<file path="src/rtl/delay_line_sequencer.sv">
// Shares one single-port delay-line RAM between one write and NUM_TAPS tap reads per sample tick (DELAY_LINE_INTERP_EN: linear fractional interpolation).
// Latency tick -> tap_valid: NUM_TAPS+3 cycles, or 2*NUM_TAPS+4 with interpolation.
// No backpressure: a tick arriving while busy is dropped and flagged in sticky overrun.
module delay_line_sequencer #(
   parameter int ADDR_W   = 11,
   parameter int DATA_W   = 32,
   parameter int NUM_TAPS = 3,
   parameter int FRAC_W   = 4
) (
   input  logic                                CLOCK_50,
   input  logic                                reset,
   input  logic                                enable,
   input  logic                                sample_tick,
   input  logic [DATA_W-1:0]                   sample_in,
   input  logic [NUM_TAPS*(ADDR_W+FRAC_W)-1:0] tap_delay,
   output logic [ADDR_W-1:0]                   mem_addr,
   output logic                                mem_we,
   output logic [DATA_W-1:0]                   mem_wdata,
   input  logic [DATA_W-1:0]                   mem_rdata,
   output logic [NUM_TAPS*DATA_W-1:0]          tap_data,
   output logic                                tap_valid,
   output logic                                busy,
   output logic                                overrun,
   input  logic                                clear_overrun
);
   localparam int DLY_W = ADDR_W + FRAC_W;
`ifdef DELAY_LINE_INTERP_EN
   localparam int RD_CNT = 2 * NUM_TAPS;
   localparam logic [ADDR_W-1:0] D_MAX = {{(ADDR_W-1){1'b1}}, 1'b0};
`else
   localparam int RD_CNT = NUM_TAPS;
`endif
   localparam int CNT_W = (RD_CNT > 1) ? $clog2(RD_CNT) : 1;
   localparam logic [CNT_W-1:0] RD_LAST = CNT_W'(RD_CNT - 1);

   typedef enum logic [2:0] {
      S_IDLE, S_WRITE, S_READ, S_DRAIN, S_CALC, S_DONE
   } state_t;

   state_t              state, state_nxt;
   logic [CNT_W-1:0]    rd_cnt;
   logic [CNT_W-1:0]    tap_sel;
   logic [ADDR_W-1:0]   wr_ptr;
   logic [ADDR_W-1:0]   base_ptr;
   logic [ADDR_W-1:0]   sel_dly;
   logic [ADDR_W-1:0]   rd_addr;
   logic [DATA_W-1:0]   sample_q;
   logic [ADDR_W-1:0]   dly_q [NUM_TAPS];
   logic [DATA_W-1:0]   s0_q  [NUM_TAPS];
   logic                rd_pend;
   logic [CNT_W-1:0]    rd_pend_idx;
   logic [NUM_TAPS*DATA_W-1:0] tap_q;
   logic                accept;
   logic                tick_while_busy;
`ifdef DELAY_LINE_INTERP_EN
   logic [FRAC_W-1:0]   frac_q [NUM_TAPS];
   logic [DATA_W-1:0]   s1_q   [NUM_TAPS];
`else
   logic [NUM_TAPS*FRAC_W-1:0] unused_frac;
`endif

   function automatic logic [ADDR_W-1:0] clamp_dly(input logic [ADDR_W-1:0] d);
      logic [ADDR_W-1:0] r;
      r = d;
      if (d == '0) r = ADDR_W'(1);
`ifdef DELAY_LINE_INTERP_EN
      if (d > D_MAX) r = D_MAX;
`endif
      return r;
   endfunction

`ifdef DELAY_LINE_INTERP_EN
   // s0 + ((s1 - s0) * frac) >>> FRAC_W, widened so the difference cannot overflow
   function automatic logic [DATA_W-1:0] interp(input logic [DATA_W-1:0] s0,
                                                input logic [DATA_W-1:0] s1,
                                                input logic [FRAC_W-1:0] f);
      logic signed [DATA_W:0]        diff;
      logic signed [DATA_W+FRAC_W:0] prod;
      diff = $signed({s1[DATA_W-1], s1}) - $signed({s0[DATA_W-1], s0});
      prod = (DATA_W+FRAC_W+1)'(diff) * $signed({{(DATA_W+1){1'b0}}, f});
      prod = prod >>> FRAC_W;
      return s0 + prod[DATA_W-1:0];
   endfunction
`endif

   assign accept          = sample_tick && enable && (state == S_IDLE);
   assign tick_while_busy = sample_tick && enable && (state != S_IDLE);
   assign busy            = (state != S_IDLE);
   assign tap_valid       = (state == S_DONE);
   assign tap_data        = tap_q;

`ifdef DELAY_LINE_INTERP_EN
   assign tap_sel = rd_cnt >> 1;
`else
   assign tap_sel = rd_cnt;
   always_comb begin
      unused_frac = '0;
      for (int k = 0; k < NUM_TAPS; k++)
         unused_frac[k*FRAC_W +: FRAC_W] = tap_delay[k*DLY_W +: FRAC_W];
   end
`endif

   always_comb begin
      sel_dly = '0;
      for (int k = 0; k < NUM_TAPS; k++)
         if (tap_sel == CNT_W'(k)) sel_dly = dly_q[k];
`ifdef DELAY_LINE_INTERP_EN
      rd_addr = base_ptr - sel_dly - ADDR_W'(rd_cnt[0]);
`else
      rd_addr = base_ptr - sel_dly;
`endif
   end

   always_ff @(posedge CLOCK_50 or posedge reset) begin
      if (reset) state <= S_IDLE;
      else       state <= state_nxt;
   end

   always_comb begin
      state_nxt = state;
      mem_addr  = '0;
      mem_we    = 1'b0;
      mem_wdata = '0;
      case (state)
         S_IDLE:  if (accept) state_nxt = S_WRITE;
         S_WRITE: begin
            mem_addr  = base_ptr;
            mem_we    = 1'b1;
            mem_wdata = sample_q;
            state_nxt = S_READ;
         end
         S_READ: begin
            mem_addr = rd_addr;
            if (rd_cnt == RD_LAST) state_nxt = S_DRAIN;
         end
         S_DRAIN: begin
`ifdef DELAY_LINE_INTERP_EN
            state_nxt = S_CALC;
`else
            state_nxt = S_DONE;
`endif
         end
         S_CALC:  state_nxt = S_DONE;
         S_DONE:  state_nxt = S_IDLE;
         default: state_nxt = S_IDLE;
      endcase
   end

   always_ff @(posedge CLOCK_50 or posedge reset) begin
      if (reset) begin
         wr_ptr      <= '0;
         base_ptr    <= '0;
         sample_q    <= '0;
         rd_cnt      <= '0;
         rd_pend     <= 1'b0;
         rd_pend_idx <= '0;
         tap_q       <= '0;
         overrun     <= 1'b0;
         for (int k = 0; k < NUM_TAPS; k++) begin
            dly_q[k] <= '0;
            s0_q[k]  <= '0;
`ifdef DELAY_LINE_INTERP_EN
            frac_q[k] <= '0;
            s1_q[k]   <= '0;
`endif
         end
      end else begin
         if (accept) begin
            base_ptr <= wr_ptr;
            sample_q <= sample_in;
            for (int k = 0; k < NUM_TAPS; k++) begin
               dly_q[k] <= clamp_dly(tap_delay[k*DLY_W+FRAC_W +: ADDR_W]);
`ifdef DELAY_LINE_INTERP_EN
               frac_q[k] <= tap_delay[k*DLY_W +: FRAC_W];
`endif
            end
         end
         if (state == S_WRITE) wr_ptr <= wr_ptr + ADDR_W'(1);
         rd_cnt      <= (state == S_READ && rd_cnt != RD_LAST) ? rd_cnt + CNT_W'(1) : '0;
         rd_pend     <= (state == S_READ);
         rd_pend_idx <= rd_cnt;
         // read data lands one cycle after its address, so capture trails READ by one
         if (rd_pend) begin
            for (int k = 0; k < NUM_TAPS; k++) begin
`ifdef DELAY_LINE_INTERP_EN
               if (rd_pend_idx == CNT_W'(2*k))   s0_q[k] <= mem_rdata;
               if (rd_pend_idx == CNT_W'(2*k+1)) s1_q[k] <= mem_rdata;
`else
               if (rd_pend_idx == CNT_W'(k)) s0_q[k] <= mem_rdata;
`endif
            end
         end
`ifdef DELAY_LINE_INTERP_EN
         if (state == S_CALC)
            for (int k = 0; k < NUM_TAPS; k++)
               tap_q[k*DATA_W +: DATA_W] <= interp(s0_q[k], s1_q[k], frac_q[k]);
`else
         if (state == S_DRAIN)
            for (int k = 0; k < NUM_TAPS; k++)
               tap_q[k*DATA_W +: DATA_W] <= (k == NUM_TAPS-1) ? mem_rdata : s0_q[k];
`endif
         if (tick_while_busy)    overrun <= 1'b1;
         else if (clear_overrun) overrun <= 1'b0;
      end
   end
endmodule

</file>
<file path="config.mk">
export PLATFORM = sky130hd
export DESIGN_NAME = delay_line_sequencer
export DESIGN_NICKNAME = d
export VERILOG_FILES = /design/src/rtl/delay_line_sequencer.sv
export SDC_FILE = /design/constraint.sdc
export NUM_CORES = 1
export LEC_CHECK = 0
export BUFFER_PORTS_ARGS = -buffer_cell sky130_fd_sc_hd__buf_2
export CAP_MARGIN = 0
export CORE_MARGIN = 2
export CORE_UTILIZATION = 49
export DETAILED_ROUTE_END_ITERATION = 6
export PLACE_DENSITY_LB_ADDON = 0.08
export SETUP_SLACK_MARGIN = 0.2
export SKIP_CTS_REPAIR_TIMING = 1
export SLEW_MARGIN = 20
export SYNTH_ARGS = -nofsm -noshare
export SYNTH_HDL_FRONTEND = slang
export SYNTH_SLANG_ARGS = --single-unit
</file>
<file path="constraint.sdc">
create_clock -name CLOCK_50 -period 13.3 [get_ports CLOCK_50]
set_clock_uncertainty 0.2 [all_clocks]
set_input_delay 0.665 -clock CLOCK_50 [delete_from_list [all_inputs] [get_ports CLOCK_50]]
set_output_delay 0.665 -clock CLOCK_50 [all_outputs]
set_load 0.05 [all_outputs]
</file>
==> impl_metrics.env <==
export IMPL_synth_seq_area_share_pct=59.85
export IMPL_avgSynthCellArea_sq_um=13.90
export IMPL_die_area_sq_mm=0.02304
export IMPL_cts_max_level=1
export IMPL_via_count=6731
export IMPL_crit_chain="inv_1, ha_1, a21oi_1, o21ai_0, ha_1, inv_1, fa_1, a21o_1, a221oi_2, o211ai_1, xnor2_1, a21oi_1, o21bai_1, buf_2"
export IMPL_syn_num_nets=899
export IMPL_relSlewSlack_pct=39.55
export IMPL_die_h_um=151.8
export IMPL_drtIter0Drc=244
export IMPL_drt_total_wl_um=21690
export IMPL_cpPeakStageDelay_ns=0.62
export IMPL_synthDistinctLibCells=40
export IMPL_antenna_found_initial=1
export IMPL_clock_sinks=256
export IMPL_peakVddDrop_uv=249.6
export IMPL_cts_tree="yes"
export IMPL_syn_cell_area_sq_mm=0.01070
export IMPL_numCtsBuffers=26
export IMPL_row_count=54
export IMPL_synthMuxAreaShare_pct=24.61
export IMPL_synth_adder_area_share_pct=1.823
export IMPL_dp_slack_ns=8.704
export IMPL_setup_ws_ns=8.098
export IMPL_via_per_inst=5.126
export IMPL_fin_crit_ns=5.202
export IMPL_clockBufferDepth=3
export IMPL_fmax_mhz=192.2
export IMPL_end_kind="output port"
export IMPL_track_usage_pct=19.04
export IMPL_totalPowerFinal_uw=3898
export IMPL_wl_per_cell_um=16.52
export IMPL_outcome="complete, no violations"
export IMPL_critPathSlowestCell="ha_1"
export IMPL_place_gp_congestion=0.8012
export IMPL_ios=257
export IMPL_grt_ovfl_total=0
export IMPL_synth_compound_area_share_pct=3.203
export IMPL_synth_flop_cell="dfrtp_1"
export IMPL_synthXorXnorAreaFrac_pct=1.473
export IMPL_start_kind="flop"
export IMPL_path_class="flop to output port"
export IMPL_area_delta_synth_final_pct=21.75
export IMPL_finalSetupViolations=0
export IMPL_clock_latency_ns=0.51
export IMPL_syn_inst=770
export IMPL_fp_dieW_um=151.8
export IMPL_drc=0
export IMPL_grt_start_max_net_pins=131
export IMPL_rsz0062_at_grt="no"
export IMPL_hpwl_um=14650
export IMPL_drive_gt1_share_pct=44.86
export IMPL_async_flop_share_pct=100.0
export IMPL_hp_class="primary input to asynchronous set/reset pin"
export IMPL_layout_nets=1141
export IMPL_synthSimpleGateAreaFrac_pct=6.604
export IMPL_setup_tns_final_ns=0
export IMPL_arrival_ns=4.34
export IMPL_maxCapViolCount=0
export IMPL_hold_viol=0
export IMPL_post_route_period_util_pct=39.11
export IMPL_numPortBuffers=244
export IMPL_cts_root_buf="clkbuf_16"
export IMPL_drt_pre_antenna_iters=4
export IMPL_synth_edf_count=0
export IMPL_finalMaxSlewViolations=0
export IMPL_grt_pass1_vias=6912
export IMPL_yosys_warnings=0
export IMPL_core_area_sq_mm=0.02162
export IMPL_start_util_pct=49.51
export IMPL_power_density_mw_per_mm2=299.1
export IMPL_detail_route_antenna_nets=0
export IMPL_crit_path_max_fanout=22
export IMPL_cp_required_ns=12.44
export IMPL_synth_top_family_by_area="multiplexers"
export IMPL_worst_slew_pin_transition_ns=0.9068
export IMPL_synth_seq_cells=256
export IMPL_p_leak_uw=0.006215
export IMPL_clk_pin_slew_ns=0.06
export IMPL_grt_pass1_wl_um=36490
-- where the power goes --
| part | switching (uW) | internal [uW] |
|---|---|---|
| registers | 179 | 1160 |
| logic | 1220 | 608 |
| clock network | 288 | 451 |
| total | 1680 | 2210 |
-- final cells by class --
class                           instances  area, sq um
Clock inverter                          5        50.05
Antenna cell                            1        2.502
Tap cell                              280        350.3
Sequential cell                       256         6406
Inverter                               11        48.80
Multi-Input combinational cell        465         4048
Clock buffer                           43        845.8
Fill cell                            1831         8588
Timing Repair Buffer                  252         1281
-- Yosys cell counts, types with 4 or more instances --
cell,number,area [sq um]
inv_1,11,41.29
nor2_1,35,131.4
nand4_1,4,25.02
o21ai_0,14,70.07
mux2_1,72,810.8
xnor2_1,10,87.58
buf_2,17,85.08
a21o_1,5,37.54
nor4_1,6,37.54
mux2_2,161,1813
clkbuf_1,12,45.04
buf_6,7,78.83
a21oi_1,32,160.2
ha_1,14,175.2
nand2_1,37,138.9
and2_1,32,200.2
dfrtp_1,256,6406
and3_1,5,31.28
nor3_1,6,30.03
xor2_1,8,70.07
-- cells by family (layout without fill, tap and decap cells) --
group / Yosys count / in the layout
AO/OA/AOI/OAI: 60 / 60
adder cells (fa/ha/maj): 15 / 15
multiplexers: 234 / 234
other: 0 / 1
XOR/XNOR: 18 / 18
buffers and inverters: 49 / 311
flip-flops: 256 / 256
AND/OR/NAND/NOR: 138 / 138
-- metrics by stage --
step	util, %	hold slack [ns]	instance area [sq um]	cells
finish	60.28	0.1442	13030	1313
CTS	60.27	0.1459	13030	1312
detailed placement	56.12	0.1942	12130	1264
floorplan	-	0.1775	10700	770
global placement	56.12	0.1895	12130	1264
global route	60.28	0.1503	13030	1313
-- worst paths after layout --
check | start | end | slack [ns] | depth (start not counted)
max in group asynchronous | reset | tap_data[43] | 10.58 | 4
worst max register to register | state[1] | sample_q[26] | 10.51 | 4
worst max-delay path | rd_cnt[1] | mem_addr[10] | 8.10 | 14
worst min-delay path | reset | tap_data[70] | 0.14 | 2
min in group CLOCK_50 | sample_in[6] | sample_q[6] | 0.16 | 2
worst min register to register | rd_cnt[1] | rd_pend_idx[1] | 0.21 | 0
-- sequential cells by signal, indices dropped and copies added (netlist names) --
| register | flops |
|---|---|
| base_ptr | 11 |
| dly_q | 33 |
| overrun | 1 |
| rd_cnt | 2 |
| rd_pend | 1 |
| rd_pend_idx | 2 |
| s0_q | 64 |
| sample_q | 32 |
| state | 3 |
| tap_data | 96 |
| wr_ptr | 11 |
-- layout by cell type (no fill, tap or decap), drive strengths merged, types with 2 or more instances in the layout --
cell type    n
a21o         5
nand3b       3
o21ai       14
buf        252
a21oi       32
a31oi        3
xor2         8
and2        32
dfrtp      256
inv         11
nand3        2
mux2       233
nor3         6
nor2        36
xnor2       10
and3         5
nand4        4
nor4         6
clkinv       4
ha          14
nor3b        3
nand2       37
clkbuf      43
-- metal layers --
| metal | GRT usage (%) | vias up | routed length [um] |
|---|---|---|---|
| met5 | 0 | - | 0 |
| met4 | 3.738 | 0 | 258 |
| met3 | 3.451 | 19 | 1175 |
| met2 | 32.43 | 154 | 10770 |
| met1 | 25.91 | 3380 | 9484 |
| li1 | - | 3178 | - |
-- worst max-delay path, delay by kind of cell (launching register included) --
family | cells | cell delay (ns)
xor+xnor | 1 | 0.20
compound gates | 7 | 1.50
flops | 1 | 0.39
buf+inv | 3 | 0.46
fa+ha+maj | 3 | 1.27
No activity file was read; power rests on OpenSTA's default activity.
